### src/rtl/uart_cmd_master_if.sv
// Command-side handshake bundle for uart_cmd_master.
// The host drives one high-level command and its line config per valid/ready.
interface uart_cmd_master_if #(
  parameter int CNT_WIDTH = 16
);
  logic                 CMD_VALID;
  logic                 CMD_READY;
  logic [1:0]           CMD_TYPE;
  logic [3:0]           ADDR;
  logic [7:0]           OP_A;
  logic [7:0]           OP_B;
  logic [3:0]           FUN;
  logic                 PAR_EN;
  logic                 PAR_TYP;
  logic [CNT_WIDTH-1:0] CLKS_PER_BIT;

  modport master (
    output CMD_VALID,
    output CMD_TYPE,
    output ADDR,
    output OP_A,
    output OP_B,
    output FUN,
    output PAR_EN,
    output PAR_TYP,
    output CLKS_PER_BIT,
    input  CMD_READY
  );

  modport slave (
    input  CMD_VALID,
    input  CMD_TYPE,
    input  ADDR,
    input  OP_A,
    input  OP_B,
    input  FUN,
    input  PAR_EN,
    input  PAR_TYP,
    input  CLKS_PER_BIT,
    output CMD_READY
  );
endinterface

### src/rtl/uart_cmd_master.sv
// Expands one host command into protocol bytes and
// serialises them as UART frames on TX_SER.
module uart_cmd_master #(
  parameter int DATA_WIDTH = 8,
  parameter int CNT_WIDTH  = 16,
  parameter int GAP_BITS   = 1
) (
  input  logic             CLK,
  input  logic             RST,
  uart_cmd_master_if.slave cmd,
  output logic             TX_SER,
  output logic             BUSY,
  output logic             DONE
);

  typedef enum logic [2:0] {
    S_IDLE,
    S_START,
    S_DATA,
    S_PAR,
    S_STOP,
    S_GAP
  } state_t;

  localparam logic [2:0] LAST_BIT = 3'(DATA_WIDTH - 1);
  localparam logic [7:0] GAP_LAST = 8'(GAP_BITS - 1);

  state_t               r_state;
  logic [CNT_WIDTH-1:0] r_p;
  logic [CNT_WIDTH-1:0] r_cnt;
  logic [2:0]           r_bit;
  logic [1:0]           r_bidx;
  logic [1:0]           r_blast;
  logic [7:0]           r_gcnt;
  logic [3:0][7:0]      r_seq;
  logic                 r_par_en;
  logic                 r_par_typ;
  logic                 r_tx;
  logic                 r_done;

  logic [3:0][7:0]      w_seq;
  logic [1:0]           w_blast;
  logic [CNT_WIDTH-1:0] w_p;
  logic [7:0]           w_cur;
  logic                 w_tick;
  logic                 w_par;

  always_comb begin
    w_seq   = '0;
    w_blast = 2'd1;
    unique case (cmd.CMD_TYPE)
      2'd0: begin
        w_seq[0] = 8'hAA;
        w_seq[1] = {4'h0, cmd.ADDR};
        w_seq[2] = cmd.OP_A;
        w_blast  = 2'd2;
      end
      2'd1: begin
        w_seq[0] = 8'hBB;
        w_seq[1] = {4'h0, cmd.ADDR};
      end
      2'd2: begin
        w_seq[0] = 8'hCC;
        w_seq[1] = cmd.OP_A;
        w_seq[2] = cmd.OP_B;
        w_seq[3] = {4'h0, cmd.FUN};
        w_blast  = 2'd3;
      end
      2'd3: begin
        w_seq[0] = 8'hDD;
        w_seq[1] = {4'h0, cmd.FUN};
      end
    endcase
  end

  // A zero bit period would never tick; run it as one cycle per bit.
  assign w_p = (cmd.CLKS_PER_BIT == '0) ? CNT_WIDTH'(1)
                                        : cmd.CLKS_PER_BIT;

  assign w_cur  = r_seq[r_bidx];
  assign w_tick = (r_cnt == r_p - CNT_WIDTH'(1));
  assign w_par  = (^w_cur) ^ r_par_typ;

  always_ff @(posedge CLK) begin
    if (RST) begin
      r_state   <= S_IDLE;
      r_p       <= '0;
      r_cnt     <= '0;
      r_bit     <= '0;
      r_bidx    <= '0;
      r_blast   <= '0;
      r_gcnt    <= '0;
      r_seq     <= '0;
      r_par_en  <= 1'b0;
      r_par_typ <= 1'b0;
      r_tx      <= 1'b1;
      r_done    <= 1'b0;
    end else begin
      r_done <= 1'b0;
      if (r_state == S_IDLE)
        r_cnt <= '0;
      else
        r_cnt <= w_tick ? '0 : r_cnt + CNT_WIDTH'(1);

      unique case (r_state)
        S_IDLE: begin
          if (cmd.CMD_VALID) begin
            r_seq     <= w_seq;
            r_blast   <= w_blast;
            r_p       <= w_p;
            r_par_en  <= cmd.PAR_EN;
            r_par_typ <= cmd.PAR_TYP;
            r_bidx    <= '0;
            r_bit     <= '0;
            r_tx      <= 1'b0;
            r_state   <= S_START;
          end
        end
        S_START: begin
          if (w_tick) begin
            r_bit   <= '0;
            r_tx    <= w_cur[0];
            r_state <= S_DATA;
          end
        end
        S_DATA: begin
          if (w_tick) begin
            if (r_bit == LAST_BIT) begin
              if (r_par_en) begin
                r_tx    <= w_par;
                r_state <= S_PAR;
              end else begin
                r_tx    <= 1'b1;
                r_state <= S_STOP;
              end
            end else begin
              r_bit <= r_bit + 3'd1;
              r_tx  <= w_cur[r_bit + 3'd1];
            end
          end
        end
        S_PAR: begin
          if (w_tick) begin
            r_tx    <= 1'b1;
            r_state <= S_STOP;
          end
        end
        S_STOP: begin
          if (w_tick) begin
            if (r_bidx == r_blast) begin
              r_tx    <= 1'b1;
              r_done  <= 1'b1;
              r_state <= S_IDLE;
            end else if (GAP_BITS > 0) begin
              r_gcnt  <= '0;
              r_tx    <= 1'b1;
              r_state <= S_GAP;
            end else begin
              r_bidx  <= r_bidx + 2'd1;
              r_tx    <= 1'b0;
              r_state <= S_START;
            end
          end
        end
        S_GAP: begin
          if (w_tick) begin
            if (r_gcnt == GAP_LAST) begin
              r_bidx  <= r_bidx + 2'd1;
              r_tx    <= 1'b0;
              r_state <= S_START;
            end else begin
              r_gcnt <= r_gcnt + 8'd1;
            end
          end
        end
        default: r_state <= S_IDLE;
      endcase
    end
  end

  assign cmd.CMD_READY = (r_state == S_IDLE);
  assign BUSY          = (r_state != S_IDLE);
  assign TX_SER        = r_tx;
  assign DONE          = r_done;

endmodule

### src/flat_wrapper.sv
// flat-port wrapper written by rule: the top's interface ports become plain ports
module uart_cmd_master_flat 
#(
  parameter int DATA_WIDTH = 8,
  parameter int CNT_WIDTH  = 16,
  parameter int GAP_BITS   = 1
)
  (CLK, RST, TX_SER, BUSY, DONE, cmd_CMD_VALID, cmd_CMD_TYPE, cmd_ADDR, cmd_OP_A, cmd_OP_B, cmd_FUN, cmd_PAR_EN, cmd_PAR_TYP, cmd_CLKS_PER_BIT, cmd_CMD_READY);
  uart_cmd_master_if #(.CNT_WIDTH(CNT_WIDTH)) cmd_i ();
  input  logic CLK;
  input  logic RST;
  output logic TX_SER;
  output logic BUSY;
  output logic DONE;
  input wire logic [$bits(cmd_i.CMD_VALID)-1:0] cmd_CMD_VALID;
  input wire logic [$bits(cmd_i.CMD_TYPE)-1:0] cmd_CMD_TYPE;
  input wire logic [$bits(cmd_i.ADDR)-1:0] cmd_ADDR;
  input wire logic [$bits(cmd_i.OP_A)-1:0] cmd_OP_A;
  input wire logic [$bits(cmd_i.OP_B)-1:0] cmd_OP_B;
  input wire logic [$bits(cmd_i.FUN)-1:0] cmd_FUN;
  input wire logic [$bits(cmd_i.PAR_EN)-1:0] cmd_PAR_EN;
  input wire logic [$bits(cmd_i.PAR_TYP)-1:0] cmd_PAR_TYP;
  input wire logic [$bits(cmd_i.CLKS_PER_BIT)-1:0] cmd_CLKS_PER_BIT;
  output wire logic [$bits(cmd_i.CMD_READY)-1:0] cmd_CMD_READY;
  assign cmd_i.CMD_VALID = cmd_CMD_VALID;
  assign cmd_i.CMD_TYPE = cmd_CMD_TYPE;
  assign cmd_i.ADDR = cmd_ADDR;
  assign cmd_i.OP_A = cmd_OP_A;
  assign cmd_i.OP_B = cmd_OP_B;
  assign cmd_i.FUN = cmd_FUN;
  assign cmd_i.PAR_EN = cmd_PAR_EN;
  assign cmd_i.PAR_TYP = cmd_PAR_TYP;
  assign cmd_i.CLKS_PER_BIT = cmd_CLKS_PER_BIT;
  assign cmd_CMD_READY = cmd_i.CMD_READY;
  uart_cmd_master #(.DATA_WIDTH(DATA_WIDTH), .CNT_WIDTH(CNT_WIDTH), .GAP_BITS(GAP_BITS)) u_core (.CLK(CLK), .RST(RST), .cmd(cmd_i), .TX_SER(TX_SER), .BUSY(BUSY), .DONE(DONE));
endmodule
### config.mk
export PLATFORM = sky130hd
export DESIGN_NAME = uart_cmd_master_flat
export DESIGN_NICKNAME = d
export VERILOG_FILES = /design/src/rtl/uart_cmd_master_if.sv /design/src/rtl/uart_cmd_master.sv /design/src/flat_wrapper.sv
export SDC_FILE = /design/constraint.sdc
export NUM_CORES = 1
export LEC_CHECK = 0
export ABC_AREA = 1
export CAP_MARGIN = 0
export CORE_MARGIN = 3
export CORE_UTILIZATION = 55
export DETAILED_ROUTE_END_ITERATION = 10
export GPL_ROUTABILITY_DRIVEN = 1
export PLACE_DENSITY = 0.76
export SETUP_SLACK_MARGIN = 0.4
export SLEW_MARGIN = 0
export SYNTH_ARGS = -nofsm -noshare
export SYNTH_HDL_FRONTEND = slang
export SYNTH_SLANG_ARGS = --single-unit
### constraint.sdc
create_clock -name CLK -period 5.2 [get_ports CLK]
set_input_delay 1.56 -clock CLK [delete_from_list [all_inputs] [get_ports CLK]]
set_output_delay 1.56 -clock CLK [all_outputs]
set_load 0.02 [all_outputs]
==> flow_summary.yaml <==
status:
  status: "finished, final reports clean"
yosys:
  yosysWarnings: 0
  syn_inst: 708
  synth.net_count: 761
  async_reset_ff_share_pct: 0
  synth_flop_cell: "dfxtp_1"
  synthTopCellsByArea: "dfxtp_1 (34%), nand2_1 (15%), nor2_1 (7.5%), inv_1 (6.8%), nand3_1 (4.8%)"
  synth_seq_cells: 78
  ys_types: 44
  ys_seq_area_share_pct: 33.7
  synth_edf_count: 0
  syn_area_sq_um: 4630
  avgSynthCellArea_sq_um: 6.55
  yosys.area.top_type: "dfxtp_1"
  yosys.area.top_type_share_pct: 33.7
pwr:
  power_density_nw_per_um2: 472
  p_leak_uw: 0.00223
  ir_worst_vdd_v: 0.000227
  total_power_uw: 2560
setup_path:
  endpoint_kind: "primary output"
  worstSetupPathType: "flop to primary output"
  crit_chain: "nor2_1, inv_1, nor2_1, inv_1, clkdlybuf4s50_1"
  max_stage_delay_ps: 650
  crit_fanout: 5
  cp.arrival_ps: 1870
  cp.required_ps: 3640
  cp_top_family: "buffers and inverters"
  critPathSlowestCell: "clkdlybuf4s50_1"
  path_buf_inv: 3
  critPathLaunchType: "flop"
global_routing:
  gr-total-overflow: 0
  grt_util_all_layers_pct: 22.9
  grt_max_degree: 56
  antenna_found_initial: 0
  grt_pass1_wl_mm: 18.6
  grt_pass1_vias: 4162
sta:
  setup_violations: 0
  rsz0062_at_grt: "false"
  timing.setup.tns_ps: 0
  slew_headroom_pct: 18.6
  clock_skew_ps: 4.40
  finalCriticalPeriod_ps: 3430
  timing.final.crit_share_pct: 66.0
  hold_viol: 0
  fin_ws_ps: 1770
  tightestPinTransition_ps: 1220
  slew_viol_final: 0
  fmax_mhz: 291
  hold_slack_ps: 466
route:
  drt_iter0_drc: 194
  vias_per_cell: 5.33
  wl_met3_um: 549
  dr.pass1.iters: 5
  routed.top_layer: "met4"
  routed_wl_mm: 11.0
  met1_length_mm: 5.51
  ant_nets: 0
  drt-wirelength-per-cell_um: 12.8
  route.detailed.drc: 0
  vias: 4566
  route.met2.wl_mm: 4.79
floorplan:
  ioPinCount: 51
  die_width_um: 97.8
  die_y_um: 97.8
  core_sq_um: 7970
  rows: 32
  die_area_sq_um: 9560
  start_util_pct: 58.2
finish:
  final_nets: 803
  layout_commonest_cell: "nand2_1"
  drive_above_1_share_pct: 7.43
  area_delta_synth_final_pct: 16.9
  diodes: 0
  most-common-layout-cells: "nand2_1 (185), nor2_1 (92), inv_1 (84)"
clock_tree:
  cts_max_path_buffers: 2
  clkTransAtPathRegs_ps: 80
  cts_setup_buffers: 0
  cts_tree: "built"
  ctsResizeCount: 0
  ctsHoldBuffers: 0
  h-tree-depth: 3
  root_buffer: "clkbuf_8"
  insertion_delay_ps: 350
  numClockSinks: 78
  numCtsBuffers: 9
placed_design:
  place_ws_ps: 1450
  numPortBuffers: 50
  gp_congestion: 0.887
  dp_hpwl_mm: 8.24
run:
  cap_violations: 0
min_path:
  min_path_type: "flop to flop"
routing by layer:
layer,up-vias,GRT usage [%]
met2,109,35.6
met5,-,0
met3,12,4.50
met4,0,6.60
li1,2385,-
met1,2060,32.6
state kept, by name (all words and copies together) (netlist names):
| name | count |
|---|---|
| u_core.r_cnt | 16 |
| u_core.r_seq | 24 |
| u_core.r_blast | 2 |
| u_core.r_bit | 3 |
| u_core.r_p | 16 |
| u_core.r_state | 3 |
| u_core.TX_SER | 1 |
| u_core.r_par_typ | 1 |
| u_core.DONE | 1 |
| u_core.r_bidx | 2 |
| u_core.r_par_en | 1 |
| u_core.r_gcnt | 8 |
worst register-to-register path, delay by kind of cell, from the launching register on:
kind,cells,cell delay (ps)
buffers and inverters,1,190
adders and majority gates,1,280
DFF,1,330
and+or+nand+nor,9,1200
AOI/OAI and AO/OA,2,290
cell usage after synthesis, types with 9 or more instances:
master / count
nor2_1: 92
a211oi_1: 16
a221oi_1: 9
a21oi_1: 43
clkbuf_1: 15
nand3_1: 44
o21ai_0: 24
inv_1: 84
dfxtp_1: 78
nand2_1: 186
xnor2_1: 11
cell type report:
type	instances	area, sq um
fillers	718	2550
well taps	102	128
clock inverters	5	83.8
repair buffers	52	515
inverters	90	338
multi-input cells	519	2660
flip-flops and latches	78	1560
clock buffers	10	138
per-stage QoR:
stage,std cells,utilization (%),cell area (sq um)
floorplan,708,-,4630
global placement,841,65.2,5200
finish,856,68.0,5420
global route,856,68.0,5420
CTS,856,68.0,5420
detailed placement,841,65.2,5200
logic make-up (layout without fill, tap and decap cells):
family                   after synthesis  in the layout  synth area share [%]
adder cells (fa/ha/maj)                6              6                  1.62
XOR/XNOR                              19             19                  3.59
AND/OR/NAND/NOR                      379            379                  36.8
AO/OA/AOI/OAI                        115            115                  15.2
flip-flops                            78             78                  33.7
buffers and inverters                111            157                  9.07
power breakdown:
group	total, uW	switching, uW	internal, uW
registers	837	113	724
clock network	513	232	282
logic	1210	771	434
total	2560	1120	1440
path summary, 6_finish.rpt:
check / cells after the start / slack, ps / start / endpoint
setup / recovery: 5 / 1770 / u_core.r_state[1] / BUSY
hold / removal: 2 / 470 / u_core.r_seq[27] / u_core.r_seq[27]
setup reg to reg: 13 / 2830 / u_core.r_p[0] / u_core.TX_SER
hold reg to reg: 2 / 470 / u_core.r_seq[27] / u_core.r_seq[27]
Power figures use the tool's default switching activity.
